### src/rtl/div64_seq.sv
// 64-by-32 unsigned restoring divider producing a 64-bit quotient and a 32-bit remainder.
// Latency: done 65 cycles after the accepting edge, or 1 cycle when the divisor is zero.
// Backpressure: a single operation is in flight at a time, and start is ignored while busy or done.
module div64_seq (
    input  logic        clk,
    input  logic        rst,
    input  logic        start,
    input  logic [63:0] dividend,
    input  logic [31:0] divisor,
    output logic        busy,
    output logic        done,
    output logic [63:0] quotient,
    output logic [31:0] remainder,
    output logic        div_by_zero
);

    typedef enum logic [1:0] {
        IDLE = 2'd0,
        RUN  = 2'd1,
        DONE = 2'd2
    } state_t;

    state_t      state;
    state_t      state_nxt;

    logic [63:0] q_sh;      // dividend shifting out the top, quotient bits entering at the bottom
    logic [31:0] d_reg;     // latched divisor
    logic [31:0] r_reg;     // partial remainder; its 33rd bit is always zero between steps
    logic [5:0]  cnt;       // steps remaining after the current one

    logic [32:0] trial;
    logic        fits;
    logic [31:0] r_step;
    logic [63:0] q_step;

    // One restoring step: shift the next dividend bit into the remainder, then subtract if it fits
    always_comb begin
        trial  = {r_reg, q_sh[63]};
        fits   = (trial >= {1'b0, d_reg});
        r_step = fits ? 32'(trial - {1'b0, d_reg}) : trial[31:0];
        q_step = {q_sh[62:0], fits};
    end

    // Next-state logic: a zero divisor skips straight to DONE
    always_comb begin
        state_nxt = state;
        case (state)
            IDLE: begin
                if (start) begin
                    state_nxt = (divisor == 32'd0) ? DONE : RUN;
                end
            end
            RUN: begin
                if (cnt == 6'd0) begin
                    state_nxt = DONE;
                end
            end
            DONE:    state_nxt = IDLE;
            default: state_nxt = IDLE;
        endcase
    end

    // State register
    always_ff @(posedge clk or negedge rst) begin
        if (!rst) begin
            state <= IDLE;
        end else begin
            state <= state_nxt;
        end
    end

    // Handshake outputs decode the registered state, so they can never both be high
    assign busy = (state == RUN);
    assign done = (state == DONE);

    // Datapath: load on accept, step while running, publish results on the edge into DONE
    always_ff @(posedge clk or negedge rst) begin
        if (!rst) begin
            q_sh        <= 64'd0;
            d_reg       <= 32'd0;
            r_reg       <= 32'd0;
            cnt         <= 6'd0;
            quotient    <= 64'd0;
            remainder   <= 32'd0;
            div_by_zero <= 1'b0;
        end else begin
            case (state)
                IDLE: begin
                    if (start) begin
                        q_sh  <= dividend;
                        d_reg <= divisor;
                        r_reg <= 32'd0;
                        cnt   <= 6'd63;
                        if (divisor == 32'd0) begin
                            quotient    <= {64{1'b1}};
                            remainder   <= dividend[31:0];
                            div_by_zero <= 1'b1;
                        end
                    end
                end
                RUN: begin
                    q_sh  <= q_step;
                    r_reg <= r_step;
                    cnt   <= cnt - 6'd1;
                    if (cnt == 6'd0) begin
                        quotient    <= q_step;
                        remainder   <= r_step;
                        div_by_zero <= 1'b0;
                    end
                end
                default: begin
                end
            endcase
        end
    end

endmodule
### config.mk
export PLATFORM = sky130hd
export DESIGN_NAME = div64_seq
export DESIGN_NICKNAME = d
export VERILOG_FILES = /design/src/rtl/div64_seq.sv
export SDC_FILE = /design/constraint.sdc
export NUM_CORES = 1
export LEC_CHECK = 0
export CAP_MARGIN = 20
export CORE_MARGIN = 1.5
export CORE_UTILIZATION = 58
export CTS_CLUSTER_DIAMETER = 80
export DETAILED_ROUTE_END_ITERATION = 12
export MAX_ROUTING_LAYER = met4
export PLACE_DENSITY = 0.86
export RECOVER_POWER = 100
export SYNTH_ARGS = -nofsm -noshare
export SYNTH_HDL_FRONTEND = slang
export SYNTH_SLANG_ARGS = --single-unit
### constraint.sdc
create_clock -name clk -period 4.5 [get_ports clk]
set_input_delay 0.45 -clock clk [delete_from_list [all_inputs] [get_ports clk]]
set_output_delay 0.45 -clock clk [all_outputs]
set_load 0.005 [all_outputs]
==> metrics.csv, run 1 <==
metric,value,unit
vdd_drop_max,0.000475,V
antenna_found_initial,0,
rows,52,
wl_met1,14900,um
dpl.hpwl,24300,um
path_cells,"dlygate4sd3_1, nor4_1, nand4_1, nor2_1, o221ai_4, inv_2, clkbuf_2, o21ai_0, nand2_1",
syn_area,12200,um2
cp_top_family,buffers and inverters,
num-nets-final,1684,
htreeDepth,1,
ant_nets,0,
fillers,1534,
io_buffers,197,
dr_wl_met2,16800,um
netlist_top_cells_area,"dfrtp_1 48%, nand2_1 9.8%, o21ai_0 6.4%, a21oi_1 3.8%, ha_1 3.5%",
timing.rr.start,r_reg[27],
io_pins,198,
p_switching,6.26,mW
endpoint_kind,register,
period_needed,3.57,ns
fin_worst_skew,0.0109,ns
cts_tree,yes,
ys_seq_area_share,47.9,%
viasPerCell,6.04,
max_stage_delay,0.93,ns
slew_headroom,-97.3,%
fin_crit_sh,79.4,%
async_reset_ff_share,100,%
dieArea,21800,um2
critPathRequiredTime,4.95,ns
cts_setup_buffers,0,
clock_power_share,15.6,%
start_kind,primary input,
power_leakage,6.80,nW
status,"complete, but fails checks",
die_w,148,um
area_growth,23.2,%
num_antenna_cells,0,
avgSynthCellArea,8.63,um2
maxSlewViolCount,187,
power_frac_seq,28.5,%
hold_class,register to register,
violations,"capacitance limit, slew limit",
vias,11089,
synth-main-ff-cell,dfrtp_1,
design_area,15000,um2
cts_hold_buf,0,
top_layer,met4,
drive_above_1_share,5.30,%
path_buf_inv,3,
start_util,59.5,%
clkSinkCount,233,
synth_enable_flop_cells,0,
reg_top3,"q_sh: 64 flops, quotient: 64 flops",
maxCapViolCount,2,
p_int,7.48,mW
ys_ff_latch,233,
min_from,quotient[34],
core_area,20400,um2
switching_share,45.6,%
tightest_slew,2.96,ns
clock-root-buffer,clkbuf_16,
wl_met3,2300,um
setup_violations,0,
finalPower,13.7,mW
clockBufferDepth,3,
final_hold_viol_count,0,
finalWeightedCongestion,0.950,
grt_max_degree,119,
final_cells,1837,
clk_latency,0.52,ns
startpoint,divisor[3],
yosysTopAreaCellShare,47.9,%
synth_nets,1544,
netlist_instances,1410,
grt_pass1_vias,10664,
grt_usage,33.4,%
worstPathArrival,4.02,ns
hold-worst-slack,0.463,ns
register_area,5830,um2
wire_per_inst,19.1,um
yosysUniqueCellTypes,71,
ctsResizeCount,0,
cts_buffers,25,
multi_input_area,5690,um2
postPlaceCellArea,14200,um2
firstDrtPassIters,5,
drtIter0Drc,989,
drc_errors,0,
yosysWarnings,0,
finalSetupTns,0,ns
clkTransAtPathRegs,0.06,ns
gr-total-overflow,0,
power_density,918,nW/um2
place_inst,1793,
crit_type,primary input to register,
p_comb_share,55.9,%
rsz0062_at_grt,no,
routed_wl,35100,um
slowest_stage,clkbuf_2,
fmax,0.280,GHz
grt_pass1_wl,56700,um
synth_top_cell_by_area,dfrtp_1,
cp_max_fo,51,
dieHeight,148,um
-- kinds of logic after synthesis --
kind of cell,synth area share (%)
AND/OR/NAND/NOR,19.0
AO/OA/AOI/OAI,21.6
flip-flops,47.9
buffers and inverters,5.32
adder cells (fa/ha/maj),3.66
XOR/XNOR,1.73
multiplexers,0.761
-- worst min-delay path, stage by stage, from the launching register on --
cell and delay, ns:
dfrtp_1 0.34, nand2_1 0.05, nand2_1 0.04
-- cells in the mapped netlist, types with 3 or more instances --
cell type  count
o21ai_0      155
a22oi_1       34
nand2_1      317
clkbuf_1      61
o211ai_1      16
nor2b_1       35
o21a_1         8
a21boi_0       4
inv_1         49
buf_4          9
or3_1          3
a31oi_1       48
buf_2         17
nand4_1       10
mux2i_1        7
a21oi_2        3
or2_2          4
nor3_1        15
nor2_1        77
xnor2_1       15
ha_1          34
nor4_1        11
o211ai_2       3
and3_1         3
a21o_1        12
o21bai_1       3
o21ai_1       12
buf_1          5
nand3_1       38
nand2b_1       7
xor2_1         9
buf_6          3
dfrtp_1      233
a211oi_1      10
a21oi_1       92
-- through the flow --
step | utilization, % | setup WS, ns
5_1_grt | 73.3 | 0.666
3_5_place_dp | 69.5 | 0.874
6_report | 73.3 | 0.927
2_1_floorplan | - | 2.07
4_1_cts | 73.7 | 1.40
3_3_place_gp | 69.5 | 0.929
-- layout make-up --
type	instances	area share, %
Sequential cell	233	38.9
Multi-Input combinational cell	1029	38.0
Timing Repair Buffer	211	13.8
Clock buffer	36	4.92
Tap cell	270	2.26
Inverter	50	1.26
Clock inverter	8	0.835
-- power groups by stage --
stage | Sequential, mW | Combinational (mW) | Clock (mW)
after floorplan | 3.72 | 5.48 | 0
after global placement | 3.90 | 7.62 | 0
after detailed placement | 3.92 | 7.80 | 0
after CTS | 3.91 | 7.86 | 2.16
after global routing | 4.02 | 8.52 | 2.26
final | 3.91 | 7.69 | 2.14
-- layout by cell type (no fill, tap or decap), types with 3 or more instances in the layout --
cell type and count:
nand2_1 317, dfrtp_1 233, o21ai_0 158, dlygate4sd3_1 99, clkdlybuf4s50_1 97, a21oi_1 92
nor2_1 76, a31oi_1 49, inv_1 48, nand3_1 38, nor2b_1 34, a22oi_1 34
ha_1 34, clkbuf_16 25, o211ai_1 18, nor3_1 15, xnor2_1 15, a21o_1 12
nor4_1 11, nand4_1 10, a211oi_1 10, xor2_1 9, o21ai_1 9, o21a_1 8
buf_4 8, mux2i_1 7, clkbuf_8 7, nand2b_1 6, clkbuf_1 6, or2_2 4
a21boi_0 4, clkbuf_2 4, a21oi_2 3, and3_1 3, o21bai_1 3, or3_1 3
bufinv_16 3
-- worst paths after layout --
path	slack [ns]	depth (start not counted)	endpoint
min reg2reg	0.46	2	quotient[34]
max	0.93	9	quotient[3]
max reg2reg	0.94	10	r_reg[27]
min in group asynchronous	0.80	1	d_reg[28]
max in group asynchronous	1.31	2	quotient[39]
min	0.46	2	quotient[34]
-- metal layers --
metal,global-route usage [%],vias up
met4,11.3,0
li1,-,5178
met2,52.5,432
met5,-,-
met3,4.38,88
met1,45.1,5391
Power figures use the tool's default switching activity.
==> run 2, diff against run 1 <==
--- a/config.mk
+++ b/config.mk
@@ -7,11 +7,11 @@
 export LEC_CHECK = 0
 export CAP_MARGIN = 20
 export CORE_MARGIN = 1.5
-export CORE_UTILIZATION = 58
+export CORE_UTILIZATION = 54
 export CTS_CLUSTER_DIAMETER = 80
 export DETAILED_ROUTE_END_ITERATION = 12
 export MAX_ROUTING_LAYER = met4
-export PLACE_DENSITY = 0.86
+export PLACE_DENSITY = 0.81
 export RECOVER_POWER = 100
 export SYNTH_ARGS = -nofsm -noshare
 export SYNTH_HDL_FRONTEND = slang
==> constraint.sdc (replaced) <==
create_clock -name clk -period 3.4 [get_ports clk]
set_input_delay 0.34 -clock clk [delete_from_list [all_inputs] [get_ports clk]]
set_output_delay 0.34 -clock clk [all_outputs]
set_load 0.005 [all_outputs]
==> metrics.csv, run 2 (synthesis results as in run 1) <==
metric,value,unit,change
status,"complete, but fails checks",,
violations,"DRC, capacitance limit, slew limit",,
hold_depth,3,,+1
grt_pass1_vias,10882,,+2.0%
vias,11120,,+0.28%
layout_commonest_cell,nand2_1,,
layout.cells.most_common_list,"317 x nand2_1, 233 x dfrtp_1, 161 x o21ai_0",,
cp_max_fo,31,,-39%
clkSinkCount,233,,unchanged
critPathRequiredTime,3.06,ns,-1.89 ns
die_w,153,um,+3.6%
viasPerCell,5.99,,-0.69%
gr-total-overflow,0,,unchanged
maxSlewViolCount,108,,-42%
fin_util,68.6,%,-4.7 points
fin_worst_skew,0.0181,ns,+0.00719 ns
ctsResizeCount,0,,unchanged
drive_above_1_share,5.72,%,+0.42 points
dieArea,23400,um2,+7.3%
clock-root-buffer,clkbuf_16,,
fmax,0.317,GHz,
finalSetupTns,0,ns,unchanged
period_needed,3.15,ns,
setup_violations,0,,unchanged
clk_latency,0.53,ns,about the same
num-nets-final,1691,,+0.42%
power_frac_seq,28.5,%,about the same
endpoint_kind,output pin,,
cts_hold_buf,1,,+1
slew_headroom,-62.2,%,+35 points
clock_power_share,15.7,%,about the same
start_util,55.4,%,-4.1 points
p_int,9.99,mW,+33%
rows,54,,+3.8%
ant_nets,0,,unchanged
power_leakage,6.85,nW,+0.67%
grt_pass1_wl,57200,um,+0.77%
io_buffers,197,,unchanged
grt_max_degree,124,,+4.2%
drtIter0Drc,777,,-21%
rsz0062_at_grt,no,,
cts_tree,yes,,
io_pins,198,,unchanged
area_growth,23.9,%,
p_switching,8.31,mW,+33%
wire_per_inst,19.1,um,+0.12%
switching_share,45.4,%,-0.13 points
reg2regPathDepth,11,,+1
clkTransAtPathRegs,0.06,ns,about the same
finalWeightedCongestion,0.924,,-2.7%
drc_errors,13,,+13
p_comb_share,55.8,%,about the same
reg_top3,"q_sh: 64 flops, quotient: 64 flops",,
antenna_found_initial,2,,+2
firstDrtPassIters,9,,+4
final_hold_viol_count,0,,unchanged
htreeDepth,1,,unchanged
cts_buffers,26,,+4.0%
power_density,1210,nW/um2,+32%
core_area,22000,um2,+7.5%
maxCapViolCount,1,,-1
cts_setup_buffers,0,,unchanged
grt_usage,31.1,%,-2.3 points
tightest_slew,2.43,ns,-0.526 ns
crit_type,register to output pin,,
vdd_drop_max,0.000625,V,+32%
finalPower,18.3,mW,+33%
clockBufferDepth,3,,unchanged
start_kind,register,,
worstPathArrival,2.81,ns,-1.21 ns
dpl.hpwl,24800,um,+1.9%
dieHeight,153,um,+3.6%
hold_class,primary input to register,,
routed_wl,35500,um,+1.1%
fin_crit_sh,92.6,%,
[run 2: metrics by stage]
stage          hold slack [ns]  instances  worst slack, ns  area (um2)
3_3_place_gp             0.448       1808            0.317       14300
6_report                 0.375       1855            0.250       15100
4_1_cts                  0.364       1854            0.358       15200
5_1_grt                  0.385       1855            0.128       15100
2_1_floorplan           0.0444       1410            0.971       12200
3_5_place_dp             0.455       1808            0.263       14300
[run 2: power by group through the flow]
stage          Combinational [mW]  Clock, mW  Sequential [mW]
3_5_place_dp                 10.4          0             5.24
2_1_floorplan                7.25          0             4.93
4_1_cts                      10.5       2.89             5.22
6_report                     10.2       2.86             5.22
3_3_place_gp                 10.2          0             5.21
5_1_grt                      11.3       3.01             5.36
[run 2: area by class of cell]
type	instances	area [um2]
flip-flops and latches	233	5830
multi-input cells	1029	5700
inverters	50	190
diodes	1	2.50
clock buffers	38	787
fillers	1782	6890
well taps	280	350
clock inverters	7	87.6
repair buffers	217	2120
[run 2: path summary, 6_finish.rpt]
path	from	endpoint	slack, ns
min in group asynchronous	rst	d_reg[29]	1.13
max in group asynchronous	rst	quotient[58]	0.67
setup reg to reg	d_reg[3]	remainder[7]	0.26
hold / removal	dividend[37]	q_sh[37]	0.37
setup / recovery	state[1]	busy	0.25
hold reg to reg	quotient[43]	quotient[43]	0.46
[run 2: routing by layer]
| layer | part of all wire (%) | global-route usage, % | vias up |
|---|---|---|---|
| met5 | 0 | - | - |
| met4 | 3.3 | 9.85 | 0 |
| met3 | 6.2 | 3.71 | 81 |
| met2 | 48 | 49.3 | 433 |
| met1 | 43 | 42.1 | 5410 |
| li1 | - | - | 5196 |
[run 2: worst max-delay path: stages (launching register included)]
cell	delay (ns)
dfrtp_1	0.83
nand2b_4	0.53
inv_2	0.27
dlygate4sd3_1	0.66
==> run 3, diff against run 2 <==
--- a/config.mk
+++ b/config.mk
@@ -7,11 +7,11 @@
 export LEC_CHECK = 0
 export CAP_MARGIN = 20
 export CORE_MARGIN = 1.5
-export CORE_UTILIZATION = 54
+export CORE_UTILIZATION = 58
 export CTS_CLUSTER_DIAMETER = 80
 export DETAILED_ROUTE_END_ITERATION = 12
 export MAX_ROUTING_LAYER = met4
-export PLACE_DENSITY = 0.81
+export PLACE_DENSITY = 0.89
 export RECOVER_POWER = 100
 export SYNTH_ARGS = -nofsm -noshare
 export SYNTH_HDL_FRONTEND = slang
==> constraint.sdc (replaced) <==
create_clock -name clk -period 3.86 [get_ports clk]
set_input_delay 0.386 -clock clk [delete_from_list [all_inputs] [get_ports clk]]
set_output_delay 0.386 -clock clk [all_outputs]
set_load 0.005 [all_outputs]
==> metrics.csv, run 3 (synthesis results as in run 1) <==
metric,value,unit,change
dieArea,21800,um2,-6.8%
grt_max_degree,136,,+9.7%
grt_usage,33.9,%,+2.8 points
fin_crit_sh,90.1,%,
endpoint_kind,register,,
timing.final.ws_setup,0.382,ns,+0.132 ns
finalSetupTns,0,ns,unchanged
p_comb_share,56.7,%,+0.9 points
firstDrtPassIters,7,,-2
pre_cts_slack,0.780,ns,+0.517 ns
htreeDepth,1,,unchanged
critPathRequiredTime,4.28,ns,+1.22 ns
routed_wl,35900,um,+1.3%
antenna_found_initial,0,,-2
ctsResizeCount,0,,unchanged
io_pins,198,,unchanged
clock_power_share,14.5,%,-1.2 points
drtIter0Drc,861,,+11%
viasPerCell,6.15,,+2.6%
gr-total-overflow,0,,unchanged
num_antenna_cells,0,,-1
finalPower,16.0,mW,-13%
drc_errors,0,,-13
ant_nets,0,,unchanged
rows,52,,-3.7%
hold_depth,3,,unchanged
tightest_slew,2.17,ns,-0.268 ns
start_kind,register,,
power_frac_seq,28.7,%,+0.2 points
clockBufferDepth,3,,unchanged
hold_class,primary input to register,,
clkSinkCount,233,,unchanged
final_cells,1844,,-0.59%
maxSlewViolCount,172,,+59%
clock-root-buffer,clkbuf_16,,
power_leakage,6.79,nW,-0.88%
place_inst,1797,,-0.61%
power_density,1070,nW/um2,-12%
p_switching,7.42,mW,-11%
clk_latency,0.54,ns,about the same
fillers,1516,,-15%
io_buffers,197,,unchanged
wire_per_inst,19.5,um,+1.9%
cts_tree,yes,,
clkTransAtPathRegs,0.06,ns,about the same
layout.cells.most_common_list,"317 x nand2_1, 233 x dfrtp_1, 160 x o21ai_0",,
final_hold_viol_count,0,,unchanged
layout_commonest_cell,nand2_1,,
design_area,14900,um2,-0.90%
die_w,148,um,-3.4%
fmax,0.288,GHz,
worstPathArrival,3.90,ns,+1.09 ns
cp_max_fo,22,,-29%
core_area,20400,um2,-7.0%
postPlaceCellArea,14200,um2,-0.40%
dieHeight,148,um,-3.4%
area_growth,22.8,%,
violations,"capacitance limit, slew limit",,
p_int,8.58,mW,-14%
rsz0062_at_grt,no,,
dpl.hpwl,25000,um,+0.64%
setup_violations,0,,unchanged
num-nets-final,1689,,-0.12%
start_util,59.5,%,+4.1 points
grt_pass1_wl,57600,um,+0.68%
vias,11340,,+2.0%
reg2regPathDepth,10,,-1
finalWeightedCongestion,0.924,,about the same
fin_worst_skew,0.00880,ns,-0.00926 ns
drive_above_1_share,5.21,%,-0.51 points
vdd_drop_max,0.000551,V,-12%
switching_share,46.4,%,+0.97 points
period_needed,3.48,ns,
cts_buffers,25,,-3.8%
status,"complete, but fails checks",,
crit_type,register to register,,
slew_headroom,-44.4,%,+18 points
grt_pass1_vias,10980,,+0.90%
reg_top3,"q_sh: 64 flops, quotient: 64 flops",,
maxCapViolCount,2,,+1
-- run 3: final timing paths --
kind / startpoint / end / slack, ns
max reg2reg: r_reg[2] / remainder[3] / 0.38
min: dividend[47] / q_sh[47] / 0.42
min reg2reg: quotient[32] / quotient[32] / 0.46
max in group asynchronous: rst / q_sh[56] / 0.86
max: r_reg[2] / remainder[3] / 0.38
min in group asynchronous: rst / d_reg[28] / 0.83
-- run 3: area by class of cell --
class / instances / area (um2) / area share [%]
tap: 270 / 338 / 2.26
clock buffer: 36 / 697 / 4.67
inverter: 50 / 190 / 1.27
sequential: 233 / 5830 / 39.0
clock inverter: 10 / 92.6 / 0.620
multi-input combinational: 1029 / 5700 / 38.1
timing repair buffer: 216 / 2090 / 14.0
-- run 3: critical path: stages (launching register included) --
cell      delay (ns)
dfrtp_1         0.41
ha_1            0.37
nand3_1         0.21
a21oi_1         0.10
o211ai_1        0.49
a31oi_4         0.15
nor3_2          0.66
buf_4           0.41
mux2i_1         0.33
o21ai_0         0.12
o21a_1          0.11
-- run 3: per-layer routing --
| metal | track usage [%] | vias to the layer above | wire length [um] |
|---|---|---|---|
| met4 | 14.3 | 0 | 1650 |
| met3 | 3.77 | 120 | 2520 |
| met1 | 45.2 | 5516 | 14700 |
| met5 | - | - | 0 |
| li1 | - | 5180 | - |
| met2 | 53.1 | 524 | 17000 |
-- run 3: per-stage QoR --
step                util [%]  hold slack [ns]
finish                  73.1            0.418
global route            73.1            0.431
CTS                     73.5            0.411
detailed placement      69.6            0.454
global placement        69.6            0.450
floorplan                  -           0.0904
-- run 3: timing repair --
action	in CTS	in global routing
hold buffers	1	0
hold endpoints to repair	1	0
buffers inserted	0	0
endpoints found under the setup margin	0	0
-- run 3: power groups by stage --
stage | sequential (mW) | combinational, mW | clock [mW]
after global placement | 4.55 | 8.86 | 0
after detailed placement | 4.60 | 9.10 | 0
after floorplan | 4.34 | 6.39 | 0
after global routing | 4.72 | 10.0 | 2.45
after CTS | 4.58 | 9.20 | 2.35
final | 4.59 | 9.08 | 2.33
